<file path="config.mk">
export PLATFORM = sky130hd
export DESIGN_NAME = pll_lock_supervisor
export DESIGN_NICKNAME = d
export VERILOG_FILES = /design/src/rtl/pll_lock_supervisor.sv
export SDC_FILE = /design/constraint.sdc
export NUM_CORES = 1
export LEC_CHECK = 0
export BUFFER_PORTS_ARGS = -buffer_cell sky130_fd_sc_hd__buf_2
export CAP_MARGIN = 20
export CORE_MARGIN = 2
export CORE_UTILIZATION = 35
export DETAILED_ROUTE_END_ITERATION = 16
export GPL_ROUTABILITY_DRIVEN = 1
export SLEW_MARGIN = 15
export SYNTH_ARGS = -nofsm -noshare
export SYNTH_HDL_FRONTEND = slang
export SYNTH_SLANG_ARGS = --single-unit
</file>
<file path="constraint.sdc">
create_clock -name clk100_i -period 2.55 [get_ports clk100_i]
set_input_delay 0.1275 -clock clk100_i [delete_from_list [all_inputs] [get_ports clk100_i]]
set_output_delay 0.1275 -clock clk100_i [all_outputs]
set_load 0.01 [all_outputs]
</file>
<file path="src/rtl/pll_lock_supervisor.sv">
// Lock supervisor for the board clock generator: pulses the DCM/PLL reset,
// waits for a stable lock window, then releases the downstream reset request.
module pll_lock_supervisor #(
  parameter int RST_PULSE     = 16,
  parameter int LOCK_TIMEOUT  = 65536,
  parameter int STABLE_CYCLES = 256,
  parameter int MAX_RETRIES   = 7,
  parameter int CNT_W         = 20
) (
  input  logic       clk100_i,
  input  logic       async_rst_i,
  input  logic       dcm_locked_i,
  input  logic       pll_locked_i,
  input  logic       relock_req_i,
  output logic       pll_rst_o,
  output logic       sys_rst_o,
  output logic       ready_o,
  output logic       fail_o,
  output logic [3:0] retry_cnt_o
);

  // state       | meaning
  // RESET_PLL   | hold DCM/PLL in reset for RST_PULSE cycles
  // WAIT_LOCK   | wait for both locks, bounded by LOCK_TIMEOUT
  // STABILIZE   | locks must stay high for STABLE_CYCLES
  // RUN         | clocks good, downstream reset released
  // FAIL        | retries exhausted, clock generator held in reset
  typedef enum logic [2:0] {
    S_RESET_PLL,
    S_WAIT_LOCK,
    S_STABILIZE,
    S_RUN,
    S_FAIL
  } state_t;

  localparam logic [CNT_W-1:0] RST_LAST    = CNT_W'(RST_PULSE - 1);
  localparam logic [CNT_W-1:0] TIMEOUT_LAST = CNT_W'(LOCK_TIMEOUT - 1);
  localparam logic [CNT_W-1:0] STABLE_LAST = CNT_W'(STABLE_CYCLES - 1);
  localparam logic [3:0]       RETRY_MAX   = 4'(MAX_RETRIES);

  state_t           state;
  state_t           state_nxt;
  logic [CNT_W-1:0] cnt;
  logic [3:0]       retry;
  logic [3:0]       retry_nxt;
  logic [1:0]       dcm_sync;
  logic [1:0]       pll_sync;
  logic             lock;

  always_ff @(posedge clk100_i or posedge async_rst_i) begin
    if (async_rst_i) begin
      dcm_sync <= 2'b00;
      pll_sync <= 2'b00;
    end else begin
      dcm_sync <= {dcm_sync[0], dcm_locked_i};
      pll_sync <= {pll_sync[0], pll_locked_i};
    end
  end

  assign lock = dcm_sync[1] & pll_sync[1];

  always_comb begin
    state_nxt = state;
    retry_nxt = retry;
    case (state)
      S_RESET_PLL: begin
        if (cnt == RST_LAST) state_nxt = S_WAIT_LOCK;
      end
      S_WAIT_LOCK: begin
        if (lock) begin
          state_nxt = S_STABILIZE;
        end else if (cnt == TIMEOUT_LAST) begin
          if (retry == RETRY_MAX) begin
            state_nxt = S_FAIL;
          end else begin
            state_nxt = S_RESET_PLL;
            retry_nxt = retry + 4'd1;
          end
        end
      end
      S_STABILIZE: begin
        if (!lock)                    state_nxt = S_WAIT_LOCK;
        else if (cnt == STABLE_LAST)  state_nxt = S_RUN;
      end
      S_RUN: begin
        // lock loss and relock request collapse into the same restart
        if (!lock || relock_req_i) begin
          state_nxt = S_RESET_PLL;
          retry_nxt = 4'd0;
        end
      end
      S_FAIL: begin
        if (relock_req_i) begin
          state_nxt = S_RESET_PLL;
          retry_nxt = 4'd0;
        end
      end
      default: begin
        state_nxt = S_RESET_PLL;
        retry_nxt = 4'd0;
      end
    endcase
  end

  // Outputs decode state_nxt so they change on the same edge as the state.
  always_ff @(posedge clk100_i or posedge async_rst_i) begin
    if (async_rst_i) begin
      state       <= S_RESET_PLL;
      cnt         <= '0;
      retry       <= 4'd0;
      pll_rst_o   <= 1'b1;
      sys_rst_o   <= 1'b1;
      ready_o     <= 1'b0;
      fail_o      <= 1'b0;
      retry_cnt_o <= 4'd0;
    end else begin
      state <= state_nxt;
      retry <= retry_nxt;
      // cnt may wrap in RUN/FAIL; neither state compares it
      if (state_nxt != state) cnt <= '0;
      else                    cnt <= cnt + 1'b1;
      pll_rst_o   <= (state_nxt == S_RESET_PLL) || (state_nxt == S_FAIL);
      sys_rst_o   <= (state_nxt != S_RUN);
      ready_o     <= (state_nxt == S_RUN);
      fail_o      <= (state_nxt == S_FAIL);
      retry_cnt_o <= retry_nxt;
    end
  end

endmodule

</file>
Yosys cells after proc, flatten, opt, wreduce, memory -nomap -nowiden
Index checks and enable logic that the tools add are counted.
- bits in registers: 35
- input bits: 5
- output and inout bits: 8
- add/subtract/negate cells: 2
- equal/unequal tests: 17
- mux-type cells: 16
- bitwise logic cells: 2
- reductions and logical operators: 7
- operators by type and width (kind ; number):
    2-to-1 mux 3 bit ; 8
    adder 20 x 1 -> 20 bit, second input constant ; 1
    equality test 20 x 16 -> 1 bit, second input constant ; 1
    equality test 20 x 4 -> 1 bit, second input constant ; 1
    equality test 20 x 8 -> 1 bit, second input constant ; 1
    2-to-1 mux 20 bit ; 1
    2-to-1 mux 4 bit ; 5
    case mux 4 bit (4 select lines) ; 1
    case mux 3 bit (5 select lines) ; 1
    inequality test 2 bit, second input constant ; 5
    equality test 3 x 2 -> 1 bit, second input constant ; 3
    equality test 3 bit, second input constant ; 2
    zero test 3 bit ; 2
    AND reduction 6 bit ; 1
    adder 4 x 1 -> 4 bit, second input constant ; 1
    equality test 4 x 3 -> 1 bit, second input constant ; 1
    equality test 3 x 1 -> 1 bit, second input constant ; 1
    inequality test 3 x 2 -> 1 bit, second input constant ; 1
    inequality test 3 bit ; 1
    logical OR 1 bit ; 2
    OR reduction 2 bit ; 1
    AND 1 bit ; 1
    zero test 1 bit ; 1
    NOT 1 bit ; 1

Longest topological paths before layout
Gate-level depths: netlist (run 1).
- depth after elaboration: 7
- mapped depth: 7
- gate-level depth less buffers: 6

Least setup slack after synthesis (run 1)
No wires, ideal clock.
- kind: reg-to-reg
- start point: register state[1]
- end point: register cnt[1]
- setup time: 0.137 ns
- arrival time: 1.770 ns
- setup slack: 0.644 ns
- stages on the path, launching flop included: 8
- buffers on the path: 2
- clock period less this slack: 1.906 ns
- cell sequence: dfrtp_1 buf_2 or3b_1 nor3_1 nand3_1 o211ai_1 buf_2 nor3b_1
- word-level cells in the longest chain between the ends: 5
- elaborated cells between the ends (all ways): 15
- those cells by class: 5 x eq/ne; 9 x mux; 1 x reduce/logical
- RTL lines (what ; line ; text):
    start: declaration ; 41 ; state_t state;
    start signal: assignment ; 117 ; state <= state_nxt;
    2-to-1 mux 3 bit (on tied branches) ; 83, 72 ;
    2-to-1 mux 3 bit (on tied branches) ; 82, 70 ;
    case mux 3 bit (5 select lines) ; 65 ; case (state)
    inequality test 3 bit (*) ; 120 ; if (state_nxt != state) cnt <= '0;
    2-to-1 mux 20 bit (*) ; 120 ;
    end signal: assignment ; 121 ; else cnt <= cnt + 1'b1;
    end: declaration ; 43 ; logic [CNT_W-1:0] cnt;
Every way passes the cells marked *; elsewhere a longest branch is shown, timed or not.
A chain may end at the register's enable or synchronous reset.

Worst setup path after layout (run 1)
- start point: register state[0]
- end point: register cnt[8]
Same word-level chain as after synthesis.

==> key figures, run 1 <==
Worst setup path
  – Critical path's most frequent cell: nor3_1
  – CP cell instances: or3b_1, nor3_1, nand3_1, o211ai_1, buf_4, nor3_1
  – WS Path Type: register to register
  – WP buf/inv: 1
  – Crit path max-delay cell type: dfrtp_1
  – CP max stage delay: 0.55 ns
  – Crit path launch type: register
  – CP Data Required Time: 2.72 ns
  – Reg2reg setup slack: 0.37 ns
  – Cell family with most CP delay: simple AND/OR/NAND/NOR gates
  – Register-to-Register Path Depth: 6
  – FF-to-FF End: cnt[8]
  – Crit end category: register
  – RR Startpoint: state[0]
  – CP Max Fanout: 13
  – CP arrival: 2.35 ns
  – Worst Setup SP: state[0]

Pwr
  – Net Sw Frac: 0.313
  – Final Power: 1.46 mW
  – Clock power frac: 0.306
  – Peak VDD IR: 0.000342 V
  – Pleak: 0.932 nW
  – Sw Pwr: 0.456 mW
  – Combinational share of power: 0.219
  – Internal Power: 1.00 mW
  – Pwr dens: 711 mW/mm²
  – Sequential share of power: 0.475

Drt
  – Average via count per standard cell: 5.01
  – Drt wl/cell: 13.1 µm
  – DRC violations left: 0
  – Via count: 1333
  – DRT Pass-1 Iters: 4
  – Initial DRC count: 84
  – ANT nets after route: 0
  – Drt total wl: 3.48 mm

Yosys
  – Asr flop ratio synth: 1.00
  – Top cell type by total area after synthesis: dfrtp_1
  – Gate Count Post-Synth: 176
  – Adder-Cell Fraction of Synth Area: 0.0142
  – Syn Nets: 183
  – Synthesized flop and latch total: 35
  – Distinct cells, synth: 42
  – Syn_area_per_cell: 10.0 µm²
  – Seq/Total Area, Yosys: 0.498
  – Synth Area in Compound Gates: 0.0823
  – Post-Synth XOR/XNOR Area: 0.0894
  – Multiplexer area fraction after synthesis: 0.00567
  – Synthesized cell area: 0.00176 mm²
  – Number of synthesized flops with an enable pin: 0
  – Top_reg_cell synth: dfrtp_1
  – Largest family of logic cells by synthesized area: simple AND/OR/NAND/NOR gates
  – Syn. warnings: 0
  – Post-synth top cells: dfrtp_1, nor2_1, nor3_1, nand2_1
  – Ranking of synthesized cells by area: dfrtp_1, xor2_1, nor2_1
  – Most numerous cell in the Yosys netlist: dfrtp_1
  – Synth Area in Simple Gates: 0.286
  – Synth top area share: 0.468

Clock network
  – CTS Root Buffer Type: clkbuf_8
  – H-tree depth: 2
  – Clock latency on the worst-skew pair: 0.28 ns
  – CTS Buf Count: 5
  – Clock buffer depth: 2
  – Reg clk slew, reported paths: 0.08 ns
  – CTS tree: built
  – Total clock sinks: 35

Job
  – Max-Cap Viols: 0

Hold path
  – Hold crit path type: primary input to register
  – Worst Hold Endpoint: state[2]
  – Hold Startpoint: relock_req_i
  – Hold depth: 2

Timing
  – Slew @ Worst Pin: 0.467 ns
  – Period utilisation layout: 0.855
  – WHS: 0.102 ns
  – TNS Setup: 0 ns
  – Headroom to the max-slew limit: 0.686
  – Max Slew Vio Count: 0
  – Clock skew: 0.00835 ns
  – RSZ-0062 raised after global routing: no
  – Hold Vio Cnt, Final: 0
  – Maximum clock frequency: 459 MHz
  – Finish-stage setup viols: 0
  – Tmin final: 2.18 ns
  – Final setup margin: 0.370 ns

Floorplan
  – Core Rows: 25
  – Starting Density: 0.369
  – Number of I/O pins: 13
  – Die area: 0.00562 mm²
  – Core area: 0.00479 mm²
  – Width of the die: 75.0 µm
  – Die height: 75.0 µm

Final layout
  – Design Area, Final: 0.00205 mm²
  – Area grow syn2layout: 16.0%
  – Fill cells: 469
  – NumNets Final: 205
  – Diodes inserted: 0
  – Layout cells sized above 1: 0.146

Place
  – Dpl ws: 0.416 ns
  – Placement Cell Area: 0.00192 mm²
  – RD Place Congestion: 0.828
  – I/O Buffers: 12
  – Post-DP HPWL: 2.38 mm

Global route
  – Vias in the first global route: 1301
  – Gr usage total: 0.150
  – Total gr overflow: 0
  – Pin count of the biggest net entering global routing: 36
  – Initial antenna violation count: 0
  – First-pass GRT wire length: 6.24 mm

Status
  – Outcome: complete, no violations
-- worst max-delay path by stage --
stage                         end  slack [ns]  depth (start not counted)
after floorplan            cnt[1]        0.64                          7
after global placement     cnt[5]        0.54                          6
after detailed placement   cnt[8]        0.42                          6
after CTS                  cnt[8]        0.40                          6
after global routing      cnt[11]        0.23                          6
final                      cnt[8]        0.37                          6
-- layer usage --
metal,wire (µm),up-vias,GRT usage
li1,-,679,-
met2,1570,19,0.219
met1,1720,628,0.205
met5,0,-,0
met3,115,7,0.0455
met4,68,0,0.0714
-- flip-flops by register name (all words and copies together) (netlist names) --
signal	count
retry	4
dcm_sync	2
ready_o	1
pll_rst_o	1
sys_rst_o	1
pll_sync	2
state	3
cnt	20
fail_o	1
-- cells in the final DEF, fill, tap and decap left out, types with 6 or more instances in the layout --
| master | count |
|---|---|
| xor2_1 | 10 |
| nor2_1 | 20 |
| xnor2_1 | 8 |
| nand4_1 | 6 |
| clkbuf_8 | 7 |
| dfrtp_1 | 33 |
| nor3_1 | 15 |
| nand3_1 | 10 |
| buf_2 | 12 |
| nand2_1 | 12 |
| inv_1 | 6 |
-- cell type report --
class,instances,area (µm²),share of cell area
sequential,35,878,0.429
multi-input combinational,131,842,0.411
timing repair buffer,19,120,0.0587
clock buffer,8,100,0.0489
tap,67,83.8,0.0410
inverter,6,22.5,0.0110
-- power groups by stage --
stage | Clock [mW] | Sequential (mW) | Combinational [mW]
after floorplan | 0 | 0.684 | 0.248
after global placement | 0 | 0.701 | 0.316
after detailed placement | 0 | 0.703 | 0.318
after CTS | 0.462 | 0.692 | 0.322
after global routing | 0.485 | 0.707 | 0.364
final | 0.446 | 0.692 | 0.319
-- cell families after synthesis --
logic type,Yosys count
AOI/OAI and AO/OA,21
xor gates and xnor gates,18
adders and majority gates,2
buffers and inverters,10
DFF,35
muxes,1
and+or+nand+nor,89
-- through the flow --
stage	util	instances
after floorplan	-	176
after global placement	0.401	255
after detailed placement	0.401	255
after CTS	0.428	266
after global routing	0.428	266
final	0.428	266
-- repair_timing --
item | in CTS | in global routing
endpoints found under the hold margin | 35 | 0
setup buffers | 0 | 0
resized for setup | 0 | 0
hold buffers | 3 | 0
Note: power is estimated with default switching activity, not from simulation.
==> run 2, diff against run 1 <==
==> constraint.sdc (replaced) <==
create_clock -name clk100_i -period 2.55 [get_ports clk100_i]
set_input_delay 0.255 -clock clk100_i [delete_from_list [all_inputs] [get_ports clk100_i]]
set_output_delay 0.255 -clock clk100_i [all_outputs]
set_load 0.01 [all_outputs]
==> run 2 against run 1 <==
Non-clock buffer count down 3. Flip-flop and latch count unchanged. Critical path depth unchanged. Worst hold slack worse by 0.041 ns. First-iteration DRC count up 37%. Largest power group unchanged. Via count down 0.23%. Die area unchanged.
==> key figures, run 2 (same netlist as run 1, synthesis figures left out) <==
Status
  – Outcome: complete, no violations (unchanged)

Worst setup path
  – CP Max Fanout: 13 (unchanged)
  – WS Path Type: register to register (unchanged)
  – Register-to-Register Path Depth: 6 (unchanged)
  – Crit end category: register (unchanged)
  – CP Data Required Time: 2.71 ns (was 2.72 ns)
  – Crit path launch type: register (unchanged)
  – CP arrival: 2.32 ns (was 2.35 ns)

Timing
  – Hold Vio Cnt, Final: 0 (unchanged)
  – Final setup margin: 0.392 ns (was 0.370 ns)
  – WHS: 0.0610 ns (was 0.102 ns)
  – Headroom to the max-slew limit: 0.694 (was 0.686)
  – RSZ-0062 raised after global routing: no (unchanged)
  – Slew @ Worst Pin: 0.455 ns (was 0.467 ns)
  – Finish-stage setup viols: 0 (unchanged)
  – Clock skew: 0.00834 ns (was 0.00835 ns)
  – Period utilisation layout: 0.846 (was 0.855)
  – Max Slew Vio Count: 0 (unchanged)
  – TNS Setup: 0 ns (unchanged)
  – Tmin final: 2.16 ns (was 2.18 ns)
  – Maximum clock frequency: 463 MHz (was 459 MHz)

Pwr
  – Pwr dens: 720 mW/mm² (was 711 mW/mm²)
  – Pleak: 0.920 nW (was 0.932 nW)
  – Final Power: 1.45 mW (was 1.46 mW)
  – Clock power frac: 0.307 (was 0.306)
  – Internal Power: 0.997 mW (was 1.00 mW)
  – Combinational share of power: 0.216 (was 0.219)
  – Peak VDD IR: 0.000342 V (about the same)
  – Net Sw Frac: 0.313 (about the same)
  – Sw Pwr: 0.454 mW (was 0.456 mW)
  – Sequential share of power: 0.477 (was 0.475)

Final layout
  – Seq. cell area: 878 µm² (unchanged)
  – Fill cells: 472 (was 469)
  – NumNets Final: 202 (was 205)
  – Footprint of the multi-input gates: 842 µm² (unchanged)
  – Diodes inserted: 0 (unchanged)
  – Commonest non-fill, non-tap cell in the layout: dfrtp_1 (unchanged)
  – Most frequent cells in the layout: dfrtp_1, nor2_1, nor3_1, nand2_1, buf_2 (unchanged)
  – Design Area, Final: 0.00202 mm² (was 0.00205 mm²)
  – Area grow syn2layout: 14.3% (was 16.0%)
  – Largest Register: cnt (unchanged)
  – Post-layout util: 0.421 (was 0.428)
  – Biggest registers after layout: cnt x20, retry x4, state x3 (unchanged)
  – Final std cells w/o fill: 263 (was 266)
  – Layout cells sized above 1: 0.148 (was 0.146)
  – Max reg flops: 20 (unchanged)

Clock network
  – CTS Buf Count: 5 (unchanged)
  – CTS tree: built (unchanged)
  – Postcts setup bufs: 0 (unchanged)
  – CTS Root Buffer Type: clkbuf_8 (unchanged)
  – Clock latency on the worst-skew pair: 0.28 ns (about the same)
  – Hold-fix buffers, CTS: 0 (was 3)
  – H-tree depth: 2 (unchanged)
  – Clock buffer depth: 2 (unchanged)
  – CTS resizes: 0 (unchanged)
  – Reg clk slew, reported paths: 0.08 ns (about the same)
  – Total clock sinks: 35 (unchanged)

Floorplan
  – Width of the die: 75.0 µm (unchanged)
  – Starting Density: 0.369 (unchanged)
  – Core Rows: 25 (unchanged)
  – Core area: 0.00479 mm² (unchanged)
  – Number of I/O pins: 13 (unchanged)
  – Die area: 0.00562 mm² (unchanged)
  – Die height: 75.0 µm (unchanged)

Place
  – Placed cells: 255 (unchanged)
  – RD Place Congestion: 0.828 (unchanged)
  – Placement Cell Area: 0.00192 mm² (unchanged)
  – I/O Buffers: 12 (unchanged)
  – Post-DP HPWL: 2.38 mm (unchanged)
  – Dpl ws: 0.416 ns (unchanged)

Drt
  – Average via count per standard cell: 5.06 (was 5.01)
  – ANT nets after route: 0 (unchanged)
  – Drt wl/cell: 13.2 µm (was 13.1 µm)
  – DRT Pass-1 Iters: 4 (unchanged)
  – Drt total wl: 3.46 mm (was 3.48 mm)
  – DRC violations left: 0 (unchanged)
  – Via count: 1330 (was 1333)
  – Initial DRC count: 115 (was 84)

Global route
  – Total gr overflow: 0 (unchanged)
  – Pin count of the biggest net entering global routing: 36 (unchanged)
  – Initial antenna violation count: 0 (unchanged)
  – Gr usage total: 0.150 (about the same)
  – Vias in the first global route: 1290 (was 1301)
  – First-pass GRT wire length: 6.22 mm (was 6.24 mm)

Job
  – Max-Cap Viols: 0 (unchanged)

Hold path
  – Hold crit path type: primary input to async pin (was primary input to register)
## run 2: final timing paths
path | to | slack, ns | from
worst max-delay path | cnt[4] | 0.39 | state[0]
worst min-delay path | retry[1] | 0.06 | async_rst_i
worst max register to register | cnt[4] | 0.39 | state[0]
worst min register to register | pll_sync[1] | 0.35 | pll_sync[0]
max in group asynchronous | sys_rst_o | 2.15 | async_rst_i
min in group clk100_i | dcm_sync[0] | 0.08 | dcm_locked_i
## run 2: layout make-up
type	instances	share of cell area
sequential	35	0.435
multi-input combinational	131	0.417
clock buffer	8	0.0496
timing repair buffer	16	0.0447
tap	67	0.0416
inverter	6	0.0112
## run 2: power groups by stage
stage / registers (mW) / clock network, mW / logic (mW)
final: 0.692 / 0.446 / 0.314
after global routing: 0.707 / 0.485 / 0.360
after CTS: 0.692 / 0.462 / 0.319
after detailed placement: 0.703 / 0 / 0.318
after global placement: 0.701 / 0 / 0.316
after floorplan: 0.684 / 0 / 0.248
## run 2: worst max-delay path, stage by stage (launching register included)
cell,delay [ns]
dfrtp_1,0.55
or3b_1,0.46
nor3_1,0.37
nand3_1,0.23
o211ai_1,0.14
buf_4,0.22
nor3_1,0.08
## run 2: layer usage
layer / GRT usage / part of all wire / wire, µm / vias up
met5: 0 / 0 / 0 / -
met1: 0.205 / 0.49 / 1710 / 629
met4: 0.0714 / 0.020 / 68 / 0
met2: 0.217 / 0.45 / 1570 / 20
li1: - / - / - / 674
met3: 0.0455 / 0.033 / 115 / 7
